<file path="config.mk">
export PLATFORM = sky130hd
export DESIGN_NAME = ram_3d_reader_flat
export DESIGN_NICKNAME = d
export VERILOG_FILES = /design/src/rtl/ram_3d_pkg.sv /design/src/rtl/ram_3d_reader_if.sv /design/src/rtl/ram_3d_rd_fifo.sv /design/src/rtl/ram_3d_reader.sv /design/src/flat_wrapper.sv
export SDC_FILE = /design/constraint.sdc
export NUM_CORES = 1
export LEC_CHECK = 0
export BUFFER_PORTS_ARGS = -buffer_cell sky130_fd_sc_hd__buf_2
export CORE_MARGIN = 4
export CORE_UTILIZATION = 55
export CTS_BUF_LIST = sky130_fd_sc_hd__clkbuf_8
export CTS_CLUSTER_DIAMETER = 40
export DETAILED_ROUTE_END_ITERATION = 16
export GPL_TIMING_DRIVEN = 0
export PLACE_DENSITY_LB_ADDON = 0.3
export SLEW_MARGIN = 25
export SYNTH_ARGS = -nofsm -noshare
export SYNTH_HDL_FRONTEND = slang
export SYNTH_SLANG_ARGS = --single-unit
export TNS_END_PERCENT = 1
</file>
<file path="constraint.sdc">
create_clock -name clk -period 3.8 [get_ports clk]
set_input_delay 0.19 -clock clk [delete_from_list [all_inputs] [get_ports clk]]
set_output_delay 0.19 -clock clk [all_outputs]
set_load 0.02 [all_outputs]
</file>
<file path="src/rtl/ram_3d_pkg.sv">
// Shared types and constants for the 3D RAM reader: FSM state encoding and
// read-data FIFO sizing.
package ram_3d_pkg;

    typedef enum logic [1:0] {
        IDLE  = 2'd0,
        RUN   = 2'd1,
        DRAIN = 2'd2
    } state_t;

    localparam int unsigned FIFO_DEPTH = 2;
    localparam int unsigned FIFO_PTR_W = $clog2(FIFO_DEPTH);
    localparam int unsigned FIFO_CNT_W = $clog2(FIFO_DEPTH + 1);

endpackage

</file>
<file path="src/rtl/ram_3d_reader_if.sv">
// Request, RAM-bank and output-stream signals of the 3D RAM reader.
// master: the reader itself; slave: the surrounding logic / RAM banks.
interface ram_3d_reader_if #(
    parameter int unsigned RAM_NUM = 10,
    parameter int unsigned WIDTH   = 16,
    parameter int unsigned ADDRESS = 10
);

    logic                               start;
    logic [ADDRESS-1:0]                 base_addr;
    logic [ADDRESS:0]                   length;
    logic                               busy;
    logic                               done;
    logic                               err;
    logic [RAM_NUM-1:0]                 ena;
    logic [RAM_NUM-1:0]                 wea;
    logic [RAM_NUM-1:0][ADDRESS-1:0]    addra;
    logic [RAM_NUM-1:0][WIDTH-1:0]      douta;
    logic                               out_valid;
    logic                               out_ready;
    logic [RAM_NUM-1:0][WIDTH-1:0]      out_data;
    logic                               out_last;

    modport master (
        input  start, base_addr, length, douta, out_ready,
        output busy, done, err, ena, wea, addra, out_valid, out_data, out_last
    );

    modport slave (
        output start, base_addr, length, douta, out_ready,
        input  busy, done, err, ena, wea, addra, out_valid, out_data, out_last
    );

endinterface

</file>
<file path="src/rtl/ram_3d_rd_fifo.sv">
// Two-entry FIFO holding returned bank words plus the last-beat flag.
// The reader's issue credit guarantees push never occurs while full and
// pop only occurs while valid.
module ram_3d_rd_fifo
    import ram_3d_pkg::*;
#(
    parameter int unsigned W = 2
) (
    input  logic                  clk,
    input  logic                  rst,
    input  logic                  push,
    input  logic [W-1:0]          din,
    input  logic                  pop,
    output logic [W-1:0]          dout,
    output logic [FIFO_CNT_W-1:0] count,
    output logic                  valid
);

    logic [FIFO_DEPTH-1:0][W-1:0] mem_q;
    logic [FIFO_PTR_W-1:0]        wr_ptr_q;
    logic [FIFO_PTR_W-1:0]        rd_ptr_q;
    logic [FIFO_CNT_W-1:0]        count_q;

    // Storage, pointers and occupancy; reset empties the FIFO.
    always_ff @(posedge clk) begin
        if (!rst) begin
            mem_q    <= '0;
            wr_ptr_q <= '0;
            rd_ptr_q <= '0;
            count_q  <= '0;
        end else begin
            if (push) begin
                mem_q[wr_ptr_q] <= din;
                wr_ptr_q        <= wr_ptr_q + FIFO_PTR_W'(1);
            end
            if (pop) begin
                rd_ptr_q <= rd_ptr_q + FIFO_PTR_W'(1);
            end
            count_q <= count_q + FIFO_CNT_W'(push) - FIFO_CNT_W'(pop);
        end
    end

    assign dout  = mem_q[rd_ptr_q];
    assign count = count_q;
    assign valid = (count_q != '0);

endmodule

</file>
<file path="src/rtl/ram_3d_reader.sv">
// Reads length consecutive words from RAM_NUM banks in lockstep and streams
// them out as ready/valid beats through a 2-entry FIFO.
// Optional feature: define RAM_3D_READER_WRAP_EN to let a request run past the
// top of the address space and wrap to 0; otherwise such requests pulse err.
module ram_3d_reader
    import ram_3d_pkg::*;
#(
    parameter int unsigned RAM_NUM = 10,
    parameter int unsigned WIDTH   = 16,
    parameter int unsigned ADDRESS = 10
) (
    input  logic          clk,
    input  logic          rst,
    ram_3d_reader_if.master bus
);

    localparam int unsigned DATA_W = RAM_NUM * WIDTH;
    localparam int unsigned FIFO_W = DATA_W + 1;
    localparam int unsigned LEN_W  = ADDRESS + 1;
`ifndef RAM_3D_READER_WRAP_EN
    localparam int unsigned SUM_W  = ADDRESS + 2;
    localparam logic [SUM_W-1:0] SPAN = SUM_W'(1) << ADDRESS;
`endif

    state_t                 state_q, state_d;
    logic [ADDRESS-1:0]     addr_q, addr_d;
    logic [LEN_W-1:0]       len_q, len_d;
    logic [LEN_W-1:0]       beat_q, beat_d;
    logic                   inflight_q, inflight_last_q;
    logic                   done_zero_q, err_q;
    logic                   req_ok, req_zero, req_bad;
    logic                   issue, issue_last, pop, drain_done;
    logic [2:0]             occupancy;
    logic [FIFO_CNT_W-1:0]  fifo_count;
    logic [FIFO_W-1:0]      fifo_head;
    logic                   fifo_valid;

    // Request decode, issue credit and last-beat detection.
    always_comb begin
        req_zero   = (state_q == IDLE) && bus.start && (bus.length == '0);
`ifdef RAM_3D_READER_WRAP_EN
        req_bad    = 1'b0;
`else
        req_bad    = (state_q == IDLE) && bus.start && (bus.length != '0) &&
                     ((SUM_W'(bus.base_addr) + SUM_W'(bus.length)) > SPAN);
`endif
        req_ok     = (state_q == IDLE) && bus.start && (bus.length != '0) && !req_bad;
        pop        = fifo_valid && bus.out_ready;
        occupancy  = 3'(fifo_count) + 3'(inflight_q) - 3'(pop);
        issue      = (state_q == RUN) && (occupancy < 3'd2);
        issue_last = (beat_q == (len_q - LEN_W'(1)));
        drain_done = (state_q == DRAIN) && pop && fifo_head[FIFO_W-1];
    end

    // FSM state register.
    always_ff @(posedge clk) begin
        if (!rst) begin
            state_q <= IDLE;
        end else begin
            state_q <= state_d;
        end
    end

    // Next state plus address / beat counter updates.
    always_comb begin
        state_d = state_q;
        addr_d  = addr_q;
        len_d   = len_q;
        beat_d  = beat_q;
        case (state_q)
            IDLE: begin
                if (req_ok) begin
                    state_d = RUN;
                    addr_d  = bus.base_addr;
                    len_d   = bus.length;
                    beat_d  = '0;
                end
            end
            RUN: begin
                if (issue) begin
                    addr_d = addr_q + ADDRESS'(1);
                    beat_d = beat_q + LEN_W'(1);
                    if (issue_last) begin
                        state_d = DRAIN;
                    end
                end
            end
            DRAIN: begin
                if (drain_done) begin
                    state_d = IDLE;
                end
            end
            default: state_d = IDLE;
        endcase
    end

    // Datapath registers: counters, read-in-flight tracking, pulse sources.
    always_ff @(posedge clk) begin
        if (!rst) begin
            addr_q          <= '0;
            len_q           <= '0;
            beat_q          <= '0;
            inflight_q      <= 1'b0;
            inflight_last_q <= 1'b0;
            done_zero_q     <= 1'b0;
            err_q           <= 1'b0;
        end else begin
            addr_q          <= addr_d;
            len_q           <= len_d;
            beat_q          <= beat_d;
            inflight_q      <= issue;
            inflight_last_q <= issue && issue_last;
            done_zero_q     <= req_zero;
            err_q           <= req_bad;
        end
    end

    ram_3d_rd_fifo #(
        .W (FIFO_W)
    ) u_fifo (
        .clk   (clk),
        .rst   (rst),
        .push  (inflight_q),
        .din   ({inflight_last_q, bus.douta}),
        .pop   (pop),
        .dout  (fifo_head),
        .count (fifo_count),
        .valid (fifo_valid)
    );

    // Outputs forced to zero while reset is asserted.
    assign bus.busy      = rst && (state_q != IDLE);
    assign bus.done      = rst && (done_zero_q || drain_done);
    assign bus.err       = rst && err_q;
    assign bus.ena       = {RAM_NUM{rst && issue}};
    assign bus.wea       = '0;
    assign bus.out_valid = rst && fifo_valid;
    assign bus.out_last  = rst && fifo_head[FIFO_W-1];
    assign bus.out_data  = rst ? fifo_head[DATA_W-1:0] : '0;

    // Every bank sees the same address.
    always_comb begin
        bus.addra = '0;
        for (int i = 0; i < RAM_NUM; i++) begin
            bus.addra[i] = rst ? addr_q : '0;
        end
    end

endmodule
</file>
<file path="src/flat_wrapper.sv">
// flat-port wrapper written by rule: the top's interface ports become plain ports
module ram_3d_reader_flat import ram_3d_pkg::*;
#(
    parameter int unsigned RAM_NUM = 10,
    parameter int unsigned WIDTH   = 16,
    parameter int unsigned ADDRESS = 10
)
  (clk, rst, bus_start, bus_base_addr, bus_length, bus_douta, bus_out_ready, bus_busy, bus_done, bus_err, bus_ena, bus_wea, bus_addra, bus_out_valid, bus_out_data, bus_out_last);
  ram_3d_reader_if #(.RAM_NUM(RAM_NUM), .WIDTH(WIDTH), .ADDRESS(ADDRESS)) bus_i ();
  input  logic clk;
  input  logic rst;
  input wire logic [$bits(bus_i.start)-1:0] bus_start;
  input wire logic [$bits(bus_i.base_addr)-1:0] bus_base_addr;
  input wire logic [$bits(bus_i.length)-1:0] bus_length;
  input wire logic [$bits(bus_i.douta)-1:0] bus_douta;
  input wire logic [$bits(bus_i.out_ready)-1:0] bus_out_ready;
  output wire logic [$bits(bus_i.busy)-1:0] bus_busy;
  output wire logic [$bits(bus_i.done)-1:0] bus_done;
  output wire logic [$bits(bus_i.err)-1:0] bus_err;
  output wire logic [$bits(bus_i.ena)-1:0] bus_ena;
  output wire logic [$bits(bus_i.wea)-1:0] bus_wea;
  output wire logic [$bits(bus_i.addra)-1:0] bus_addra;
  output wire logic [$bits(bus_i.out_valid)-1:0] bus_out_valid;
  output wire logic [$bits(bus_i.out_data)-1:0] bus_out_data;
  output wire logic [$bits(bus_i.out_last)-1:0] bus_out_last;
  assign bus_i.start = bus_start;
  assign bus_i.base_addr = bus_base_addr;
  assign bus_i.length = bus_length;
  assign bus_i.douta = bus_douta;
  assign bus_i.out_ready = bus_out_ready;
  assign bus_busy = bus_i.busy;
  assign bus_done = bus_i.done;
  assign bus_err = bus_i.err;
  assign bus_ena = bus_i.ena;
  assign bus_wea = bus_i.wea;
  assign bus_addra = bus_i.addra;
  assign bus_out_valid = bus_i.out_valid;
  assign bus_out_data = bus_i.out_data;
  assign bus_out_last = bus_i.out_last;
  ram_3d_reader #(.RAM_NUM(RAM_NUM), .WIDTH(WIDTH), .ADDRESS(ADDRESS)) u_core (.clk(clk), .rst(rst), .bus(bus_i));
endmodule
</file>
After elaboration in Yosys (flattened, before gate mapping)
Cells that the tools add are included.
- flip-flop bits (word level): 364
- output and inout bits: 285
- $add $sub $neg: 10
- $lt $le $gt $ge: 5
- equal/unequal tests: 7
- muxes and demuxes: 18
- reductions and logical operators: 28
- operator list (kind ; count):
    161-bit two-way mux ; 3
    322-bit bitwise mux ; 1
    161-bit demux with 1-bit select ; 1
    160-bit two-way mux ; 1
    10-bit two-way mux ; 3
    11-bit two-way mux ; 2
    11-bit one-hot mux with 2 select lines ; 1
    10-bit one-hot mux with 2 select lines ; 1
    1-bit logical AND ; 17
    10-bit by 11-bit adder with 12-bit output ; 1
    12-bit by 11-bit > comparator with 1-bit output, second input constant ; 1
    11-bit by 1-bit adder with 11-bit output, second input constant ; 1
    11-bit == test ; 1
    11-bit zero test ; 1
    11-bit nonzero test ; 1
    11-bit by 1-bit subtractor with 11-bit output, second input constant ; 1
    10-bit by 1-bit adder with 10-bit output, second input constant ; 1
    2-bit two-way mux ; 4
    2-bit by 1-bit != test with 1-bit output, second input constant ; 4
    2-bit one-hot mux with 3 select lines ; 1
    2-bit nonzero test ; 3
    1-bit by 2-bit less-than comparator with 1-bit output, second input constant ; 2
    4-bit AND reduction ; 1
    2-bit by 1-bit adder with 3-bit output ; 1
    other kinds (13) ; 14

Logic depth before layout (Yosys ltp)
Gate-level depths: netlist of run 1.
- depth after elaboration: 8
- mapped depth: 13
- depth with buffers taken out: 13

By module
Synthesis of run 1 repeated with hierarchy kept, for this count alone.
- cells, all modules: 2236
- area total of the unflattened synthesis: 18743.0 sq um
- by module, submodules not included (module ; instances ; cells an instance ; area each (sq um) ; seq. area each (sq um)):
    ram_3d_rd_fifo ; 1 ; 1595 ; 14053.5 ; 6526.3
    ram_3d_reader ; 1 ; 641 ; 4689.5 ; 760.7

Worst setup path after synthesis of run 1
No wires, ideal clock.
- path kind: register to output
- start: register u_core.u_fifo.count_q[1] (netlist: u_core.u_fifo.count[1])
- end: output bus_ena[1]
- arrival: 2.540 ns
- data required time: 3.610 ns
- slack: 1.070 ns
- cell stages (with the launch flop): 12
- path through: dfxtp_1 o21ai_0 inv_1 ha_1 inv_1 ha_1 inv_1 fa_1 xnor2_1 nand3_1 inv_1 buf_4
- word-level cells in the longest chain between the ends: 6
- elaborated cells between the ends (all ways): 7
- those cells by class: 2 x add/sub; 1 x order compare; 4 x reduce/logical
- ends and longest elaborated chain (what ; line ; source):
    start: declaration ; ram_3d_rd_fifo.sv:22 ; logic [FIFO_CNT_W-1:0] count_q;
    start signal: assignment ; ram_3d_rd_fifo.sv:39 ; count_q <= count_q + FIFO_CNT_W'(push) - FIFO_CNT_W'(pop);
    2-bit nonzero test ; ram_3d_rd_fifo.sv:45 ; assign valid = (count_q != '0);
    1-bit logical AND ; ram_3d_reader.sv:48 ; pop = fifo_valid && bus.out_ready;
    via u_core.pop ; ram_3d_reader.sv:32 ; logic issue, issue_last, pop, drain_done;
    3-bit by 1-bit subtractor with 3-bit output ; ram_3d_reader.sv:49 ; occupancy = 3'(fifo_count) + 3'(inflight_q) - 3'(pop);
    3-bit by 2-bit less-than comparator with 1-bit output ; ram_3d_reader.sv:50 ; issue = (state_q == RUN) && (occupancy < 3'd2);
    1-bit logical AND ; ram_3d_reader.sv:50 ;
    1-bit logical AND ; ram_3d_reader.sv:135 ; assign bus.ena = {RAM_NUM{rst && issue}};
    end: declaration ; flat_wrapper.sv:20 ; output wire logic [$bits(bus_i.ena)-1:0] bus_ena;
The timed path passes the listed nets, and every way through them passes these cells.

Worst setup path in the final report of run 1
- start: register u_core.u_fifo.rd_ptr_q
- end: output bus_out_data[9]
- word-level cells in the longest chain between the ends: 3
- ends and longest elaborated chain (what ; line ; source):
    start: declaration ; ram_3d_rd_fifo.sv:21 ; logic [FIFO_PTR_W-1:0] rd_ptr_q;
    start signal: assignment ; ram_3d_rd_fifo.sv:37 ; rd_ptr_q <= rd_ptr_q + FIFO_PTR_W'(1);
    161-bit two-way mux (implied by the code) (2 in series) ; ram_3d_rd_fifo.sv:43 ; assign dout = mem_q[rd_ptr_q];
    160-bit two-way mux ; ram_3d_reader.sv:139 ; assign bus.out_data = rst ? fifo_head[DATA_W-1:0] : '0;
    end: declaration ; flat_wrapper.sv:24 ; output wire logic [$bits(bus_i.out_data)-1:0] bus_out_data;
Every way passes these cells. The select of a mux whose other input is x is not followed.

==> metrics.cfg, run 1 <==
[outcome]
status=completed

[setup_path]
start_kind=flop
critPathCaptureType=output pin
cp_slowest_stage_delay_ns=0.70
crit_cells=6
crit_arrival_ns=3.53
path_cells=clkbuf_1, buf_1, buf_1, mux2i_1, nor2b_1, buf_2
rr_endpoint=u_core.beat_q[7]
path_delay_family=buffers and inverters
slowest_stage=buf_1
critPathKind=flop to output pin
critPathMostFrequentCell=buf_1
worstPathRequired_ns=3.61
reg2regPathDepth=13
r2r-start=u_core.u_fifo.count[1]
critPathBufInv=4
worst-path-max-fanout=10
worstSetupEndpoint=bus_out_data[9]
critPathLaunch=u_core.u_fifo.rd_ptr_q
ff2ff_setup_slack_ns=0.71

[global_route]
grt_pass1_vias=18193
antenna_found_initial=3
grt_max_degree=16
grt_remaining_overflow=0
grt_use_total_pct=31.7
grt_pass1_wl_mm=94.0

[detailed_routing]
wl_mm=60.1
drc=0
num_vias=18119
via_per_inst=5.30
wl_met3_mm=5.25
wl_per_cell_um=17.6
wl_met1_mm=23.2
antenna_left=0
wl_met2_mm=28.9
drtIter0Drc=1077
dr.pass1.iters=5
dr.max_layer_used=met4

[clock_network]
clk_pin_slew_ns=0.06
clkSinkCount=364
postCtsSetupBuffers=0
clkLatencyLatePin_ns=0.61
cts_buffers=61
tritoncts=done
clock_path_buffers=3
cts-root-buf=clkbuf_8
htreeDepth=2

[pwr]
swShare_pct=30.0
intPower_mw=6.81
p_clk_share_pct=36.2
vdd_ir_drop_max_uv=388
power_mw=9.74
powerDensity_nw_per_um2=404
p_leak_nw=9.62
pwr-share-comb_pct=21.9
seq_power_share_pct=41.9
p_sw_mw=2.92

[die]
initial_utilization_pct=55.8
die_x_um=190
die_h_um=190
io_pins=470
die-area_um2=36100
rows=66
core_um2=32600

[synthesis]
synth_top_area_cell=dfxtp_1
ys_warn_count=0
syn_area_per_cell_um2=8.19
synth_seq_cells=364
netlist_instances=2222
synth.area.top_cells=dfxtp_1 (40%), nand2_1 (14%), a21boi_0 (13%)
ys_async_sr_fraction_pct=0
ys.flop_type=dfxtp_1
synth_top_area_share_pct=40.0
synth_edf_count=0
synth_area_um2=18200
ys_seq_area_share_pct=40.0
synth_cell_types=58

[job]
cap_violations=0

[placement]
place_area_um2=21100
preCtsSetupSlack_ns=0.682
place_hpwl_mm=40.2
portBuffers=458
gp_congestion=0.892

[min_path]
hold_path.class=input port to flop

[layout]
layout.cells.most_common=nand2_1
fin_nets=3130
areaGrowthSynthToFinish_pct=32.4
fin_util_pct=73.9
layout-drive-gt1-share_pct=22.6
postLayoutCellArea_um2=24100
layout_common_cells=nand2_1 (679), buf_2 (458), dfxtp_1 (364), a21boi_0 (326), nor2b_1 (180)

[sta]
relSlewSlack_pct=25.7
min_period_over_period_pct=97.9
hold_viol=0
fin_skew_ns=0.0284
period_minus_slack_ns=3.72
setup_viol=0
tightest_slew_ns=1.11
max_freq_ghz=0.269
final_max_slew_viol_count=0
worst_slack_ns=0.0794
rsz0062_at_grt=true

cells in the mapped netlist (all sizes together) (2+ instances only):
cell type / instances
nand2: 679
dfxtp: 364
a21boi: 328
nor2b: 180
mux2i: 177
clkbuf: 135
buf: 128
nand3: 26
nor2: 21
inv: 18
and2: 17
ha: 15
o21ai: 15
xnor2: 12
xor2: 12
nor3: 8
a31oi: 7
nand3b: 6
o211ai: 6
o31ai: 6
a21o: 5
and3: 5
a21oi: 4
nand2b: 4
nor4: 4
o2111ai: 4
o22ai: 4
or2: 3
a211oi: 2
and4: 2
fa: 2
mux2: 2
o21a: 2
o221a: 2
or3: 2
or4: 2
area by class of cell:
cell class	count	area, µm²
multi-input combinational	1585	9480
fill	2376	8520
sequential	364	7290
timing repair buffer	634	4050
buffer	263	1410
clock buffer	76	1050
tap	442	553
clock inverter	31	191
inverter	19	75.1
antenna	3	7.51
how the worst min path moves through the flow:
stage,end,depth (start not counted),from
global route,u_core.addr_q[7],5,bus_base_addr[7]
detailed placement,u_core.u_fifo.mem_q[136],2,u_core.u_fifo.mem_q[136]
global placement,u_core.u_fifo.mem_q[61],2,u_core.u_fifo.mem_q[61]
floorplan,u_core.u_fifo.mem_q[10],2,bus_douta[10]
CTS,u_core.addr_q[7],5,bus_base_addr[7]
finish,u_core.addr_q[7],5,bus_base_addr[7]
logic make-up after synthesis:
| group | count (synthesis) | synth area share (%) |
|---|---|---|
| muxes | 179 | 9.86 |
| other | 1 | 0.0206 |
| DFF | 364 | 40.0 |
| adders and majority gates | 17 | 1.25 |
| AOI/OAI and AO/OA | 393 | 16.2 |
| xor gates and xnor gates | 24 | 1.15 |
| and+or+nand+nor | 962 | 23.4 |
| buffers and inverters | 282 | 8.12 |
tightest hold or removal path: cells and delay by family:
family                 cells  cell delay [ns]
buffers and inverters      1             0.12
AOI/OAI and AO/OA          2             0.13
and+or+nand+nor            2             0.12
power by group through the flow:
| stage | Combinational, mW | Clock [mW] | Sequential (mW) |
|---|---|---|---|
| finish | 2.13 | 3.52 | 4.08 |
| global route | 2.28 | 3.72 | 4.10 |
| CTS | 2.10 | 3.55 | 4.08 |
| detailed placement | 1.94 | 0 | 4.16 |
| global placement | 1.91 | 0 | 4.15 |
| floorplan | 1.34 | 0 | 4.13 |
through the flow:
stage                     hold slack [ns]  TNS [ns]  std cells
after floorplan                     0.335         0       2231
after detailed placement            0.456         0       3131
final                              0.0304         0       3417
after global routing               0.0349    -0.148       3417
after global placement              0.449         0       3131
after CTS                         0.00421         0       3414
layer usage:
metal | track usage, % | vias up
met5 | 0 | -
met2 | 54.7 | 878
li1 | - | 8584
met3 | 6.88 | 219
met1 | 38.2 | 8438
met4 | 14.0 | 0
what timing repair did:
action                     4_1_cts  5_1_grt
hold endpoints to repair       336        0
setup endpoints to repair        0       25
resized for setup                0        3
hold buffers                   176        0
registers in the layout (all words and copies together), names as in the netlist:
| register | flops |
|---|---|
| u_core.addr_q | 10 |
| u_core.beat_q | 11 |
| u_core.done_zero_q | 1 |
| u_core.err_q | 1 |
| u_core.inflight_last_q | 1 |
| u_core.inflight_q | 1 |
| u_core.len_q | 11 |
| u_core.state_q | 2 |
| u_core.u_fifo.count | 2 |
| u_core.u_fifo.mem_q | 322 |
| u_core.u_fifo.rd_ptr_q | 1 |
| u_core.u_fifo.wr_ptr_q | 1 |
No activity file was read; power rests on OpenSTA's default activity.
==> run 2, diff against run 1 <==
CELL_PAD_IN_SITES_DETAIL_PLACEMENT = 1   (was not set)
CELL_PAD_IN_SITES_GLOBAL_PLACEMENT = 1   (was not set)
CORE_UTILIZATION = 40   (was 55)
clock period = 4.1 ns   (was 3.8 ns; I/O delays follow)
==> run 2 against run 1 <==
Effect of this change:
- flip-flop and latch count unchanged
- first-iteration DRC count fell by 20%
- largest power group unchanged
- global-route usage fell by 4.2 points
- clock skew shrank 0.012 ns
- largest cell class unchanged
- highest routed layer is now met5
==> metrics.cfg, run 2 (synthesized netlist as in run 1, its figures left out) <==
[outcome]
status=completed

[global_route]
grt_pass1_wl_mm=109  ; +16%
grt_max_degree=12  ; -4
grt_use_total_pct=27.5  ; -4.2 points
grt_pass1_vias=19558  ; +7.5%
grt_remaining_overflow=0  ; unchanged
antenna_found_initial=9  ; +6

[layout]
areaGrowthSynthToFinish_pct=34.2
regMostFlops=u_core.u_fifo.mem_q
fin_nets=3141  ; +0.35%
largest_reg_flops=322  ; unchanged
layout_common_cells=nand2_1 (679), buf_2 (458), dfxtp_1 (364), a21boi_0 (326), nor2b_1 (180)
postLayoutCellArea_um2=24400  ; +1.4%
layout-drive-gt1-share_pct=22.9  ; +0.31 points
layout.cells.most_common=nand2_1
top_regs=u_core.u_fifo.mem_q (322), u_core.beat_q (11), u_core.len_q (11)
final_cells=3582  ; +4.8%

[sta]
hold_viol=0  ; unchanged
final_max_slew_viol_count=0  ; unchanged
fin_skew_ns=0.0163  ; -0.0121 ns
setup_viol=0  ; unchanged
relSlewSlack_pct=32.0  ; +6.3 points
rsz0062_at_grt=false
min_period_over_period_pct=91.7
max_freq_ghz=0.266
period_minus_slack_ns=3.76
fin_setup_tns_ns=0  ; unchanged
tightest_slew_ns=1.02  ; -0.0945 ns

[clock_network]
clock_path_buffers=3  ; unchanged
cts-root-buf=clkbuf_8
clk_pin_slew_ns=0.06  ; about the same
clkSinkCount=364  ; unchanged
clkLatencyLatePin_ns=0.61  ; about the same
postCtsSetupBuffers=0  ; unchanged
htreeDepth=3  ; +1
cts_buffers=71  ; +16%
tritoncts=done

[setup_path]
critPathKind=flop to output pin
rr_endpoint=u_core.addr_q[7]
reg2regPathDepth=12  ; -1
critPathLaunch=u_core.u_fifo.count[1]
r2r-start=u_core.u_fifo.count[1]
worstPathRequired_ns=3.89  ; +0.28 ns
critPathCaptureType=output pin
worstSetupEndpoint=bus_ena[2]
ff2ff_setup_slack_ns=0.99  ; +0.28 ns
start_kind=flop
crit_arrival_ns=3.56  ; +0.03 ns
worst-path-max-fanout=11  ; +1

[placement]
portBuffers=458  ; unchanged
placedCellCount=3281  ; +4.8%
place_area_um2=21300  ; +0.90%
gp_congestion=0.845  ; -5.2%
place_hpwl_mm=48.3  ; +20%

[detailed_routing]
antenna_left=0  ; unchanged
wl_mm=70.5  ; +17%
dr.pass1.iters=5  ; unchanged
wl_per_cell_um=19.7  ; +12%
drtIter0Drc=866  ; -20%
via_per_inst=5.06  ; -4.5%
drc=0  ; unchanged
num_vias=18136  ; +0.094%

[job]
cap_violations=0  ; unchanged

[die]
io_pins=470  ; unchanged
die-area_um2=49000  ; +36%
die_h_um=221  ; +17%
initial_utilization_pct=40.8  ; -15 points
die_x_um=221  ; +17%
core_um2=44600  ; +37%
rows=77  ; +17%

[pwr]
powerDensity_nw_per_um2=387  ; -4.3%
vdd_ir_drop_max_uv=209  ; -46%
p_leak_nw=9.69  ; +0.78%

[min_path]
hold_path.class=input port to flop

-- run 2: cell count changes in the layout (fill, tap and decap cells not counted), sizes merged --
cell         before  now
clkinv            9   10
dlygate4sd3     176  177
diode             3    6
clkinvlp          2    5
buf             587  586
bufinv            2    3
clkbuf          210  217
-- run 2: through the flow --
| step | power, mW | hold slack, ns | util [%] | setup WS, ns |
|---|---|---|---|---|
| 2_1_floorplan | 5.07 | 0.350 | - | 1.36 |
| 5_1_grt | 9.83 | 0.0385 | 54.8 | 0.142 |
| 3_3_place_gp | 5.67 | 0.449 | 47.7 | 0.730 |
| 4_1_cts | 9.48 | 0.00103 | 54.7 | 0.124 |
| 3_5_place_dp | 5.73 | 0.457 | 47.7 | 0.635 |
| 6_report | 9.45 | 0.0558 | 54.8 | 0.339 |
-- run 2: what timing repair did --
item,4_1_cts,5_1_grt
endpoints found under the setup margin,2,9
gates resized for setup,1,2
hold endpoints to repair,336,0
hold buffers,177,0
-- run 2: layer usage --
metal  share of wire [%]  global-route usage [%]  vias to the layer above
li1                    -                       -                     8625
met3                 6.3                    7.01                      152
met2                  49                    48.6                      532
met1                  41                    32.7                     8821
met5               0.041                       0                        -
met4                 3.0                    8.76                        6
-- run 2: worst min path at each step --
| stage | slack, ns | from | to | cells past startpoint |
|---|---|---|---|---|
| after floorplan | 0.35 | bus_douta[10] | u_core.u_fifo.mem_q[10] | 2 |
| after global placement | 0.45 | u_core.u_fifo.mem_q[49] | u_core.u_fifo.mem_q[49] | 2 |
| after detailed placement | 0.46 | u_core.u_fifo.mem_q[68] | u_core.u_fifo.mem_q[68] | 2 |
| after CTS | 0.001 | bus_base_addr[6] | u_core.addr_q[6] | 5 |
| after global routing | 0.04 | bus_base_addr[6] | u_core.addr_q[6] | 5 |
| final | 0.06 | bus_base_addr[6] | u_core.addr_q[6] | 5 |
-- run 2: cell type report --
| cell class | instances | area [µm²] |
|---|---|---|
| Sequential cell | 364 | 7290 |
| Clock buffer | 82 | 1130 |
| Clock inverter | 36 | 245 |
| Buffer | 263 | 1410 |
| Inverter | 19 | 75.1 |
| Antenna cell | 6 | 15.0 |
| Tap cell | 592 | 741 |
| Multi-Input combinational cell | 1585 | 9470 |
| Timing Repair Buffer | 635 | 4060 |
| Fill cell | 5450 | 20200 |
-- run 2: power breakdown --
part | switching, mW | leakage, nW | total, mW | internal [mW]
clock | 1.62 | 0.774 | 3.63 | 2.00
sequential | 0.0984 | 2.94 | 3.79 | 3.69
combinational | 1.19 | 5.98 | 2.03 | 0.840
total | 2.91 | 9.69 | 9.45 | 6.53
-- run 2: worst max-delay path, cell delays in order (launching register included) --
cell and delay (ns):
dfxtp_1 0.36, o21ai_1 0.29, inv_1 0.08, ha_1 0.30, inv_1 0.06, ha_1 0.13, inv_1 0.05, fa_1 0.38
xnor2_1 0.30, nand3_1 0.37, clkinvlp_4 0.33, buf_4 0.14, buf_2 0.15
==> run 3, diff against run 2 <==
ABC_AREA = 1   (was not set)
CORE_UTILIZATION = 38   (was 40)
CTS_CLUSTER_SIZE = 25   (was not set)
==> run 3 against run 2 <==
Effect of this change:
- global-route usage grew 2.2 points
- first-iteration DRC count grew 24%
- sequential share of layout area grew 0.59 points
- highest routed layer unchanged
- core utilization shrank 2.0 points
- setup slack lost 0.075 ns
- flip-flop and latch count is the same
- combinational power grew to 2.5 times the previous value
- power grew 44%
- sequential power grew 9.5%
- wire length grew 8.2%
==> metrics.cfg, run 3 <==
[outcome]
status=completed

[synthesis]
netlist_instances=2624  ; +18%
syn_area_per_cell_um2=6.64  ; -19%
yosys.area_share.simple_pct=29.4  ; +6.1 points
synth_seq_cells=364  ; unchanged
synth_xor_area_share_pct=0.654  ; -0.50 points
synth_area_um2=17400  ; -4.3%
synth.most_common_cell=nor2_1
synth_edf_count=0  ; unchanged
synth.area.mux_share_pct=0.115  ; -9.7 points
synth_common_cells=nor2_1 (1039), o21ai_0 (513), dfxtp_1 (364), clkbuf_1 (166), nand2_1 (144)
ys_async_sr_fraction_pct=0  ; unchanged
synth.area.top_cells=dfxtp_1 (42%), nor2_1 (22%), o21ai_0 (15%)
ys_warn_count=0  ; unchanged
synth_compound_area_share_pct=15.7  ; -0.50 points
ys_seq_area_share_pct=41.8  ; +1.8 points
synth_top_area_share_pct=41.8  ; +1.8 points
synth_top_family_by_area=simple AND/OR/NAND/NOR gates
synth_fa_ha_area_share_pct=1.31  ; +0.057 points
synth_cell_types=38  ; -34%
ys.flop_type=dfxtp_1
synth_top_area_cell=dfxtp_1

[clock_network]
clkLatencyLatePin_ns=0.64  ; +0.03 ns
cts_buffers=67  ; -5.6%
tritoncts=done
cts-root-buf=clkbuf_8
clock_path_buffers=3  ; unchanged
clkSinkCount=364  ; unchanged
htreeDepth=3  ; unchanged
clk_pin_slew_ns=0.07  ; about the same

[sta]
min_period_over_period_pct=93.6  ; +1.8 points
fin_setup_tns_ns=0  ; unchanged
tightest_slew_ns=1.02  ; +0.00443 ns
hold_viol=0  ; unchanged
fin_skew_ns=0.0512  ; +0.0349 ns
whs_ns=0.0530  ; -0.00284 ns
period_minus_slack_ns=3.84  ; +0.0750 ns
worst_slack_ns=0.264  ; -0.0750 ns
max_freq_ghz=0.261  ; -2.0%
rsz0062_at_grt=false
setup_viol=0  ; unchanged
relSlewSlack_pct=31.7  ; -0.30 points
final_max_slew_viol_count=0  ; unchanged

[die]
die_x_um=222  ; +0.34%
core_um2=45400  ; +1.7%
initial_utilization_pct=38.4  ; -2.4 points
io_pins=470  ; unchanged
rows=78  ; +1.3%
die_h_um=222  ; +0.34%
die-area_um2=49300  ; +0.69%

[setup_path]
critPathCaptureType=output pin
critPathLaunch=u_core.u_fifo.count[1]
path_cells=o21ai_1, inv_1, ha_1, inv_1, ha_1, inv_1, fa_1, nand2_1, nor2_1, inv_1, nor2_1, inv_1, nor2_4, buf_4, buf_2
cp_slowest_stage_delay_ns=0.50  ; +0.12 ns
worst-path-max-fanout=11  ; unchanged
reg2regPathDepth=15  ; +3
start_kind=flop
critPathKind=flop to output pin
slowest_stage=fa_1
ff2ff_setup_slack_ns=0.88  ; -0.11 ns
rr_endpoint=u_core.addr_q[5]
crit_arrival_ns=3.63  ; +0.07 ns
worstSetupEndpoint=bus_ena[9]
critPathMostFrequentCell=inv_1
worstPathRequired_ns=3.89  ; about the same
r2r-start=u_core.u_fifo.count[1]

[global_route]
grt_remaining_overflow=0  ; unchanged
grt_pass1_vias=21726  ; +11%
grt_max_degree=12  ; unchanged
antenna_found_initial=13  ; +4
grt_use_total_pct=29.6  ; +2.2 points
grt_pass1_wl_mm=119  ; +8.5%

[detailed_routing]
wl_per_cell_um=19.1  ; -3.2%
drc=0  ; unchanged
num_vias=20512  ; +13%
wl_mm=76.3  ; +8.2%
dr.pass1.iters=5  ; unchanged
via_per_inst=5.12  ; +1.2%
antenna_left=0  ; unchanged
drtIter0Drc=1075  ; +24%

[layout]
regMostFlops=u_core.u_fifo.mem_q
layout.cells.most_common=nor2_1
layout-drive-gt1-share_pct=21.6  ; -1.3 points
largest_reg_flops=322  ; unchanged
top_regs=u_core.u_fifo.mem_q (322), u_core.beat_q (11), u_core.len_q (11)
fin_util_pct=52.8  ; -2.0 points
areaGrowthSynthToFinish_pct=37.6
fin_nets=3539  ; +13%
layout_common_cells=nor2_1 (1038), o21ai_0 (512), buf_2 (461), dfxtp_1 (364), dlygate4sd3_1 (177)

[placement]
gp_congestion=0.900  ; +6.5%
place_hpwl_mm=51.9  ; +7.6%
portBuffers=458  ; unchanged
preCtsSetupSlack_ns=0.323  ; -0.312 ns

[pwr]
p_leak_nw=12.0  ; +24%
powerDensity_nw_per_um2=568  ; +47%
power_mw=13.6  ; +44%
vdd_ir_drop_max_uv=346  ; +66%

[job]
cap_violations=0  ; unchanged

[min_path]
hold_path.class=input port to flop

run 3: cell types whose count changed after synthesis, sizes merged, moves of 22 or more:
cell and change:
nand2 -521, a21oi +22, nand4 +24, nor2 +1028
mux2i -175, inv +90, o21ai +500, nor2b -180
a21boi -328, clkbuf +31
run 3: cells by family after synthesis:
kind of cell | after synthesis
AO/OA/AOI/OAI | 544
XOR/XNOR | 13
adder cells (fa/ha/maj) | 17
buffers and inverters | 392
flip-flops | 364
multiplexers | 2
other | 1
AND/OR/NAND/NOR | 1291
run 3: worst min path at each step:
stage                                           to        startpoint  depth (start not counted)
final                             u_core.addr_q[5]  bus_base_addr[5]                          5
after global routing              u_core.addr_q[6]  bus_base_addr[6]                          5
after CTS                         u_core.addr_q[5]  bus_base_addr[5]                          5
after detailed placement   u_core.u_fifo.mem_q[21]     bus_douta[21]                          3
after global placement    u_core.u_fifo.mem_q[154]    bus_douta[154]                          3
after floorplan             u_core.u_fifo.mem_q[0]      bus_douta[0]                          2
run 3: repair_timing:
| item | 4_1_cts | 5_1_grt |
|---|---|---|
| pin swaps | 0 | 0 |
| setup buffers | 0 | 0 |
| setup endpoints to repair | 10 | 10 |
| hold endpoints to repair | 337 | 0 |
| hold buffers | 177 | 0 |
| gates resized for setup | 2 | 1 |
run 3: per-stage QoR:
stage / std cells / cell area, µm²
after global routing: 4003 / 24000
final: 4004 / 24000
after detailed placement: 3691 / 20500
after global placement: 3691 / 20500
after CTS: 3992 / 23900
after floorplan: 2633 / 17400
run 3: final cells by class:
type | count | area (µm²)
Antenna cell | 12 | 30.0
Inverter | 109 | 409
Clock buffer | 78 | 1070
Fill cell | 6021 | 21400
Sequential cell | 364 | 7290
Clock inverter | 46 | 586
Multi-Input combinational cell | 1877 | 8270
Buffer | 283 | 1490
Timing Repair Buffer | 635 | 4060
Tap cell | 600 | 751
run 3: where the power goes:
part	leakage [nW]	switching (mW)	internal, mW	total (mW)
combinational	8.21	3.43	1.72	5.15
clock	0.822	1.79	2.50	4.29
sequential	2.94	0.250	3.90	4.15
total	12.0	5.47	8.13	13.6
run 3: metal layers:
layer	track usage (%)	part of all wire (%)	vias up
li1	-	-	9692
met1	34.8	40	9895
met2	51.7	49	719
met3	6.54	6.4	202
met4	13.4	4.2	4
met5	0	0.028	-
run 3: worst max-delay path: cells and delay by family, from the launching register on:
kind	cells	cell delay, ns
AOI/OAI and AO/OA	1	0.38
adders and majority gates	3	0.93
and+or+nand+nor	4	0.56
DFF	1	0.35
buffers and inverters	7	0.75
